File: src/rtl/writeback_arbiter.sv
// Purpose : merges ALU and MEM results into one in-order queue that drains onto the register file write port.
// Latency : result accepted at edge k into an empty queue is presented (wenable=1) after edge k+1.
// Backpres: ready is derived from occupancy only; same-cycle pops are not credited, MEM has priority over ALU.
//
// Ports
//   clk, rst            : clock, synchronous active-high reset
//   mem_valid/ready/rd/data : MEM result handshake (higher priority, older instruction)
//   alu_valid/ready/rd/data : ALU result handshake
//   wenable/reg_in/din  : registered register-file write port, one write per cycle
//   a/b, pend_a/pend_b  : decode read indices and "write still pending" flags
//   count               : queue occupancy (entries not yet moved to the write port)
module writeback_arbiter #(
    parameter int N     = 5,
    parameter int WIDTH = 32,
    parameter int DEPTH = 4
) (
    input  logic                     clk,
    input  logic                     rst,
    input  logic                     mem_valid,
    output logic                     mem_ready,
    input  logic [N-1:0]             mem_rd,
    input  logic [WIDTH-1:0]         mem_data,
    input  logic                     alu_valid,
    output logic                     alu_ready,
    input  logic [N-1:0]             alu_rd,
    input  logic [WIDTH-1:0]         alu_data,
    output logic                     wenable,
    output logic [N-1:0]             reg_in,
    output logic [WIDTH-1:0]         din,
    input  logic [N-1:0]             a,
    input  logic [N-1:0]             b,
    output logic                     pend_a,
    output logic                     pend_b,
    output logic [$clog2(DEPTH):0]   count
);

    localparam int PW = $clog2(DEPTH);
    localparam int CW = PW + 1;
    localparam logic [CW-1:0] DEPTH_C = CW'(DEPTH);

    // Queue storage; contents need no reset because occupancy is tracked by count.
    logic [N-1:0]     rd_mem   [DEPTH];
    logic [WIDTH-1:0] data_mem [DEPTH];

    logic [PW-1:0] head;
    logic [PW-1:0] tail;
    logic [CW-1:0] free;

    logic          mem_push;
    logic          alu_push;
    logic          pop;
    logic [PW-1:0] alu_slot;

    logic          hit_a;
    logic          hit_b;
    logic [PW-1:0] scan_idx;

    // ------------------------------------------------------------------
    // Acceptance. Free space is judged on the pre-edge occupancy only so
    // ready never depends on whether the write port drains this cycle.
    // When exactly one slot is left, MEM gets it.
    // ------------------------------------------------------------------
    always_comb begin
        free      = DEPTH_C - count;
        mem_ready = !rst && (free >= CW'(1));
        alu_ready = !rst && ((free >= CW'(2)) || ((free == CW'(1)) && !mem_valid));
    end

    // Writes to r0 complete the handshake but are dropped: r0 is hardwired.
    always_comb begin
        mem_push = mem_valid && mem_ready && (mem_rd != '0);
        alu_push = alu_valid && alu_ready && (alu_rd != '0);
        pop      = (count != '0);
        // ALU lands behind MEM when both are enqueued on the same edge.
        alu_slot = mem_push ? (tail + PW'(1)) : tail;
    end

    // ------------------------------------------------------------------
    // Pointer, occupancy and write-port registers
    // ------------------------------------------------------------------
    always_ff @(posedge clk) begin
        if (rst) begin
            head    <= '0;
            tail    <= '0;
            count   <= '0;
            wenable <= 1'b0;
            reg_in  <= '0;
            din     <= '0;
        end else begin
            if (pop) begin
                wenable <= 1'b1;
                reg_in  <= rd_mem[head];
                din     <= data_mem[head];
                head    <= head + PW'(1);
            end else begin
                // reg_in/din hold their last values while idle.
                wenable <= 1'b0;
            end
            tail  <= tail + PW'(mem_push) + PW'(alu_push);
            count <= count + CW'(mem_push) + CW'(alu_push) - CW'(pop);
        end
    end

    // Slots written here are always free: pushes are only granted against
    // pre-pop free space, so they never collide with the entry being read.
    always_ff @(posedge clk) begin
        if (mem_push) begin
            rd_mem[tail]   <= mem_rd;
            data_mem[tail] <= mem_data;
        end
        if (alu_push) begin
            rd_mem[alu_slot]   <= alu_rd;
            data_mem[alu_slot] <= alu_data;
        end
    end

    // ------------------------------------------------------------------
    // Pending-write lookup: scan the occupied window head..head+count-1,
    // plus the entry currently sitting on the write port (the register
    // file has not captured it yet).
    // ------------------------------------------------------------------
    always_comb begin
        hit_a    = 1'b0;
        hit_b    = 1'b0;
        scan_idx = '0;
        for (int k = 0; k < DEPTH; k++) begin
            scan_idx = head + PW'(k);
            if (CW'(k) < count) begin
                if (rd_mem[scan_idx] == a) hit_a = 1'b1;
                if (rd_mem[scan_idx] == b) hit_b = 1'b1;
            end
        end
        pend_a = (a != '0) && (hit_a || (wenable && (reg_in == a)));
        pend_b = (b != '0) && (hit_b || (wenable && (reg_in == b)));
    end

endmodule
File: config.mk
export PLATFORM = sky130hd
export DESIGN_NAME = writeback_arbiter
export DESIGN_NICKNAME = d
export VERILOG_FILES = /design/src/rtl/writeback_arbiter.sv
export SDC_FILE = /design/constraint.sdc
export NUM_CORES = 1
export LEC_CHECK = 0
export ABC_AREA = 0
export BUFFER_PORTS_ARGS = -buffer_cell sky130_fd_sc_hd__buf_2
export CORE_MARGIN = 4
export CORE_UTILIZATION = 53
export DETAILED_ROUTE_END_ITERATION = 12
export PLACE_DENSITY = 0.87
export SLEW_MARGIN = 40
export SYNTH_ARGS = -nofsm -noshare
export SYNTH_HDL_FRONTEND = slang
export SYNTH_SLANG_ARGS = --single-unit
File: constraint.sdc
create_clock -name clk -period 3.7 [get_ports clk]
set_clock_uncertainty 0.1 [all_clocks]
set_input_delay 0.185 -clock clk [delete_from_list [all_inputs] [get_ports clk]]
set_output_delay 0.185 -clock clk [all_outputs]
set_load 0.05 [all_outputs]
Yosys cells after proc, flatten, opt, wreduce, memory -nomap -nowiden:

Memories as Yosys holds them, arrays and structs flattened. A register that Yosys moved wholly into a read port is not among the register bits.
Index checks and enable logic that the tools add are counted.

* $add $sub $neg: 10
* magnitude comparators: 6
* equal/unequal tests: 11
* mux-type cells: 24
* reduce and logical (&&, ||, !) cells: 21

Operator list (number)
* $eq 5x5->1: 10
* $mux 1: 21
* $reduce_bool 5->1: 4
* $logic_and 1x1->1: 11
* $add 3x1->3: 2
* $lt 1x3->1 const A: 2
* $lt 2x3->1 const A: 2
* $mux 2: 3
* $add 2x1->2: 2
* $add 2x1->2 const B: 2
* $add 2x2->2 const B: 2
* $eq 3x1->1 const B: 1
* $ge 3x1->1 const B: 1
* $ge 3x2->1 const B: 1
* $logic_or 1x1->1: 3
* $reduce_bool 3->1: 1
* $sub 3x1->3: 1
* $sub 3x3->3 const A: 1
* $logic_not 1->1: 2

* register bits after elaboration: 13
* memory bits (writable): 148
* input bits: 88
* word-level logic and storage cells: 79
* memories kept: 2

Memories
* data_mem: words 4, width 32, read ports 1, clocked after memory_dff 1, write ports 2, RTL line 43 `logic [WIDTH-1:0] data_mem [DEPTH];`
* rd_mem: words 4, width 5, read ports 4, clocked after memory_dff 1, write ports 2, RTL line 42 `logic [N-1:0] rd_mem [DEPTH];`

Longest topological paths before layout:

Gate-level depths: netlist of the first run.

* depth after elaboration: 11
* mapped depth: 12
* mapped depth without buffers: 12

Worst setup path after synthesis of the first run:

No wires, ideal clock.

* path kind: reg-to-reg
* from: register count[0]
* to: memory data_mem[2][0], enable pin
* setup time: 0.393 ns
* data arrival time: 3.494 ns
* slack: -0.287 ns
* stages on the path, launching flop included: 12
* buffers on the path: 2
* clock period less this slack: 3.987 ns
* cells stage by stage: dfxtp_1 -> inv_1 -> ha_1 -> ha_1 -> nor4b_1 -> a2111oi_4 -> inv_2 -> nand3_1 -> a21oi_1 -> buf_4 -> buf_6 -> a21o_1

RTL lines
* from (decl): RTL line 34 `output logic [$clog2(DEPTH):0] count`
* from (signal assigned): RTL line 100 `count <= count + CW'(mem_push) + CW'(alu_push) - CW'(pop);`
* to (decl): RTL line 43

Worst setup path after layout of the first run:

* from: register count[1]
* to: register count[1]

* word-level cells in the longest chain between the ends: 9

Ends and longest elaborated chain (RTL line)
* branches (longest 8 deep; another with $sub 3x3->3)
* $sub 3x1->3 (*): 100

Every way passes the cells marked *.
A chain may end at the register's enable or synchronous reset.

==> results of run 1 <==
sequential cells by signal (all words and copies together) (netlist names), named ones only:
| signal | count |
|---|---|
| reg_in | 5 |
| head | 2 |
| wenable | 1 |
| tail | 2 |
| count | 3 |
| din | 32 |
| rd_mem | 20 |
| data_mem | 128 |
how the worst max path moves through the flow:
stage / end / slack (ns)
3_5_place_dp: count[1] / 0.24
4_1_cts: count[1] / 0.23
5_1_grt: count[1] / 0.03
6_report: count[1] / 0.25
3_3_place_gp: count[1] / 0.37
2_1_floorplan: data_mem[2][0] / 0.03
worst max-delay path: stages, from the launching register on:
cell and delay, ns:
dfxtp_1 0.39, inv_1 0.12, ha_1 0.21, ha_2 0.27
nor4b_1 0.14, buf_4 0.14, a2111oi_4 0.46, inv_2 0.16
ha_1 0.35, fa_1 0.37, inv_1 0.07, fa_1 0.40
nor2b_1 0.14
per-stage QoR:
stage | total power [mW] | instances | cell area, µm² | util [%]
after detailed placement | 7.67 | 1078 | 11300 | 59.8
after CTS | 9.44 | 1167 | 12400 | 65.7
after global routing | 9.89 | 1168 | 12400 | 65.7
final | 9.40 | 1168 | 12400 | 65.7
after floorplan | 6.57 | 714 | 10300 | -
after global placement | 7.56 | 1078 | 11300 | 59.8
cell type report:
class,instances,area (µm²)
Multi-Input combinational cell,455,4610
Tap cell,260,325
Clock inverter,14,106
Fill cell,1369,6480
Timing Repair Buffer,213,1500
Sequential cell,195,5390
Inverter,13,48.8
Clock buffer,18,429
where the power goes:
part / total (mW) / switching (mW) / leakage, nW / internal, mW
Sequential: 3.42 / 0.410 / 1.74 / 3.01
Clock: 1.71 / 0.846 / 0.259 / 0.867
Combinational: 4.27 / 2.54 / 2.65 / 1.73
synthesized netlist by cell type, drive strengths merged (3+ instances only):
master    n  area [µm²]
edfxtp  148        4440
buf      25         193
nand4     4        25.0
clkbuf   26        97.6
xor2     26         228
nand3     7        35.0
mux4     51        1150
xnor2    26         228
o21ai     4        20.0
nor3      9        45.0
inv      13        48.8
nor2     12        45.0
nand2    81         304
or4       3        22.5
mux2    148        1810
mux2i     6        60.1
fa        3        60.1
ha       11         138
nor4      6        37.5
a21oi    41         205
dfxtp    47         941
per-layer routing:
metal  GRT usage [%]  up-vias  routed length, µm
met4            6.99        0                445
li1                -     3056                  -
met2            41.1      250              12800
met5               0        -                  0
met1            28.6     3412               9740
met3            4.66       40               1580
kinds of logic (layout without fill, tap and decap cells):
group,count (synthesis),in the layout
buffers and inverters,64,258
xor gates and xnor gates,52,52
muxes,205,205
and+or+nand+nor,128,128
AOI/OAI and AO/OA,56,56
adders and majority gates,14,14
DFF,195,195
==> results.sh, run 1 <==
export IMPL_grtUsageTotal_pct=23.1
export IMPL_fin_setup_tns_ns=0
export IMPL_required_ns=3.91
export IMPL_dieArea_um2=21700
export IMPL_worstMarginPinSlew_ns=0.720
export IMPL_viasPerCell=5.79
export IMPL_synthCells=714
export IMPL_vias=6758
export IMPL_cp_arrival_ns=3.66
export IMPL_max_freq_ghz=0.290
export IMPL_postRouteAntennaNets=0
export IMPL_post_dp_hpwl_mm=15.9
export IMPL_async_reset_ff_share_pct=0
export IMPL_cts_sinks=195
export IMPL_whs_ns=0.0244
export IMPL_die_h_um=147
export IMPL_hold_class="input port to flop"
export IMPL_htree_levels=4
export IMPL_end_kind="flop"
export IMPL_rows=50
export IMPL_setup_viol=0
export IMPL_drt_wl_total_mm=24.5
export IMPL_rsz0062_at_grt="false"
export IMPL_die_w_um=147
export IMPL_wl_per_cell_um=21.0
export IMPL_core_area_um2=18900
export IMPL_cts_setup_buffers=0
export IMPL_synth_cell_types=42
export IMPL_crit_fanout=9
export IMPL_synth_compound_area_share_pct=3.24
export IMPL_r2r_end="count[1]"
export IMPL_ys_flop_type="edfxtp_1"
export IMPL_clockRootBuffer="clkbuf_16"
export IMPL_yosys_area_share_simple_pct=5.40
export IMPL_drv_slew=0
export IMPL_crit_type="flop to flop"
export IMPL_slew_headroom_pct=51.7
export IMPL_floorplan_initialDensity_pct=54.4
export IMPL_grt_pass1_vias=7171
export IMPL_startpoint_type="flop"
export IMPL_syn_to_final_growth_pct=20.7
export IMPL_cts_resized=0
export IMPL_drt_pass1_iterations=4
export IMPL_synthAdderAreaFrac_pct=1.92
export IMPL_ir_drop_uv=519
export IMPL_crit_start="count[1]"
export IMPL_grt_pass1_wl_mm=39.0
export IMPL_ctsHoldBuffers=57
export IMPL_layout_setup_ws_ns=0.250
export IMPL_min_from="mem_rd[0]"
export IMPL_drt_initial_drc_count=510
export IMPL_synth_edf_count=148
export IMPL_grt_max_degree=40
export IMPL_yosysSeqAreaShare_pct=52.4
export IMPL_report_final_hold_viol_count=0
export IMPL_numPortBuffers=132
export IMPL_antenna_found_initial=0
export IMPL_leakage_nw=4.65
export IMPL_r2r_start="count[1]"
export IMPL_top_level_ports=133
export IMPL_synth_xor_area_share_pct=4.43
export IMPL_synth_mux_area_share_pct=29.3
export IMPL_drv_cap=0
export IMPL_ys_warn_count=0
export IMPL_cts_tree="done"
export IMPL_p_per_area_nw_per_um2=757
export IMPL_finalCritPeriodShare_pct=93.2
export IMPL_min_delay_path_depth=2
export IMPL_holdPathEnd="rd_mem[3][0]"
export IMPL_clk_pin_slew_ns=0.07
export IMPL_min_period_ns=3.45
export IMPL_r2r_slack_ns=0.25
export IMPL_syn_nets=816
export IMPL_drive_above_1_share_pct=43.7
export IMPL_globalplace_congestion=0.942
export IMPL_clockBufferDepth=2
export IMPL_final_cell_mix="edfxtp_1, buf_2, mux2_2, nand2_1, dlygate4sd3_1"
export IMPL_synth_top_family_by_area="multiplexers"
export IMPL_overflow=0
export IMPL_synth_avg_cell_area_um2=14.4
export IMPL_diodes=0
export IMPL_reg2regPathDepth=12
export IMPL_layout_commonest_cell="edfxtp_1"
export IMPL_clock_latency_ns=0.44
export IMPL_synthesis_area_um2=10300
export IMPL_synth_seq_cells=195
export IMPL_dp_slack_ns=0.237
export IMPL_nets=997
export IMPL_status="complete, no violations"
export IMPL_drc=0
export IMPL_cts_buffers=17
Note: power is estimated with default switching activity, not from simulation.
==> run 2: changes to the inputs <==
--- a/config.mk
+++ b/config.mk
@@ -7,6 +7,7 @@
 export LEC_CHECK = 0
 export ABC_AREA = 0
 export BUFFER_PORTS_ARGS = -buffer_cell sky130_fd_sc_hd__buf_2
+export CORE_ASPECT_RATIO = 0.6
 export CORE_MARGIN = 4
 export CORE_UTILIZATION = 53
 export DETAILED_ROUTE_END_ITERATION = 12
==> results.sh, run 2 (synthesized netlist as in run 1, its figures left out) <==
export IMPL_status="complete, no violations"
export IMPL_cts_sinks=195
export IMPL_numPortBuffers=132
export IMPL_slew_headroom_pct=53.5
export IMPL_htree_levels=4
export IMPL_hold_class="input port to flop"
export IMPL_r2r_slack_ns=0.23
export IMPL_internal_power_mw=5.78
export IMPL_syn_to_final_growth_pct=21.4
export IMPL_die_h_um=116
export IMPL_grt_pass1_wl_mm=40.4
export IMPL_min_period_ns=3.47
export IMPL_drive_above_1_share_pct=44.0
export IMPL_layout_commonest_cell="edfxtp_1"
export IMPL_required_ns=3.92
export IMPL_startpoint_type="flop"
export IMPL_cts_tree="done"
export IMPL_grt_max_degree=40
export IMPL_antenna_found_initial=1
export IMPL_drt_pass1_iterations=5
export IMPL_final_cells=1159
export IMPL_dieArea_um2=21800
export IMPL_clk_pin_slew_ns=0.08
export IMPL_dp_cells=1065
export IMPL_report_final_hold_viol_count=0
export IMPL_final_cell_area_um2=12500
export IMPL_max_freq_ghz=0.288
export IMPL_grt_pass1_vias=6997
export IMPL_wl_per_cell_um=22.0
export IMPL_drt_wl_total_mm=25.6
export IMPL_rsz0062_at_grt="false"
export IMPL_top_level_ports=133
export IMPL_p_per_area_nw_per_um2=778
export IMPL_p_clk_share_pct=19.8
export IMPL_die_w_um=188
export IMPL_drt_initial_drc_count=688
export IMPL_clock_latency_ns=0.44
export IMPL_switching_share_pct=40.5
export IMPL_vias=6871
export IMPL_fin_setup_tns_ns=0
export IMPL_top_register="data_mem"
export IMPL_post_dp_hpwl_mm=16.4
export IMPL_end_kind="flop"
export IMPL_nets=1001
export IMPL_reg_top3="data_mem x128, din x32, rd_mem x20"
export IMPL_multi_input_area_um2=4610
export IMPL_rows=39
export IMPL_leakage_nw=4.70
export IMPL_power_share_combinational_pct=44.8
export IMPL_cts_resized=0
export IMPL_whs_ns=0.0119
export IMPL_clockRootBuffer="clkbuf_16"
export IMPL_worstMarginPinSlew_ns=0.693
export IMPL_postRouteAntennaNets=0
export IMPL_drv_slew=0
export IMPL_drv_cap=0
export IMPL_crit_fanout=6
export IMPL_finalCritPeriodShare_pct=93.8
export IMPL_fin_util_pct=65.6
export IMPL_overflow=0
export IMPL_dpl_instance_area_um2=11300
export IMPL_core_area_um2=19000
export IMPL_crit_type="flop to flop"
export IMPL_floorplan_initialDensity_pct=54.0
export IMPL_clockBufferDepth=2
export IMPL_register_area_um2=5390
export IMPL_drc=0
export IMPL_viasPerCell=5.93
export IMPL_cp_arrival_ns=3.69
export IMPL_largest_reg_flops=128
export IMPL_fill_cells=1315
export IMPL_power_switching_mw=3.93
export IMPL_globalplace_congestion=0.935
export IMPL_p_seq_share_pct=35.4
export IMPL_setup_viol=0
export IMPL_final_cell_mix="edfxtp_1, buf_2, mux2_2, nand2_1, dlygate4sd3_1"
export IMPL_ir_drop_uv=465
export IMPL_cts_buffers=17
export IMPL_grtUsageTotal_pct=24.1
[run 2: cell count changes in the layout (fill, tap and decap cells not counted), sizes merged]
cell and delta:
clkinvlp -2, clkinv -2, bufinv +2, diode +1, inv +2, buf +3
dlygate4sd3 +1
[run 2: final timing paths]
check / from / end / cells after the start
max: count[0] / count[1] / 12
min: mem_data[31] / data_mem[1][31] / 2
max reg2reg: count[0] / count[1] / 12
min reg2reg: din[0] / din[0] / 2
[run 2: metrics by stage]
stage	worst slack [ns]	power (mW)
floorplan	0.0278	6.57
global placement	0.369	7.62
detailed placement	0.198	7.73
CTS	0.179	9.69
global route	0.0655	10.2
finish	0.230	9.71
[run 2: power groups by stage]
stage / sequential [mW] / combinational (mW) / clock, mW
global route: 3.51 / 4.64 / 2.03
detailed placement: 3.48 / 4.24 / 0
global placement: 3.45 / 4.16 / 0
CTS: 3.44 / 4.32 / 1.93
finish: 3.44 / 4.35 / 1.93
floorplan: 3.99 / 2.57 / 0
[run 2: worst max-delay path: stages, from the launching register on]
cell,delay (ns)
dfxtp_1,0.40
inv_1,0.14
ha_1,0.23
ha_2,0.27
nor4b_1,0.16
buf_4,0.15
a2111oi_4,0.41
inv_2,0.15
ha_1,0.34
fa_1,0.37
inv_1,0.09
fa_1,0.40
nor2b_1,0.13
[run 2: layer usage]
layer,vias up,share of wire [%],track usage [%]
li1,3073,-,-
met1,3466,45,34.6
met2,300,47,38.3
met3,32,6.7,4.30
met4,0,1.4,6.99
met5,-,0,0
[run 2: cell type report]
type	instances	share of cell area (%)
multi-input combinational	455	37.0
clock buffer	18	3.44
sequential	195	43.2
antenna	1	0.0200
clock inverter	14	1.36
tap	246	2.47
timing repair buffer	217	12.2
inverter	13	0.391
[run 2: timing repair]
action / 4_1_cts / 5_1_grt
hold buffers: 59 / 0
buffers inserted: 0 / 2
hold endpoints to repair: 105 / 0
setup endpoints to repair: 0 / 1
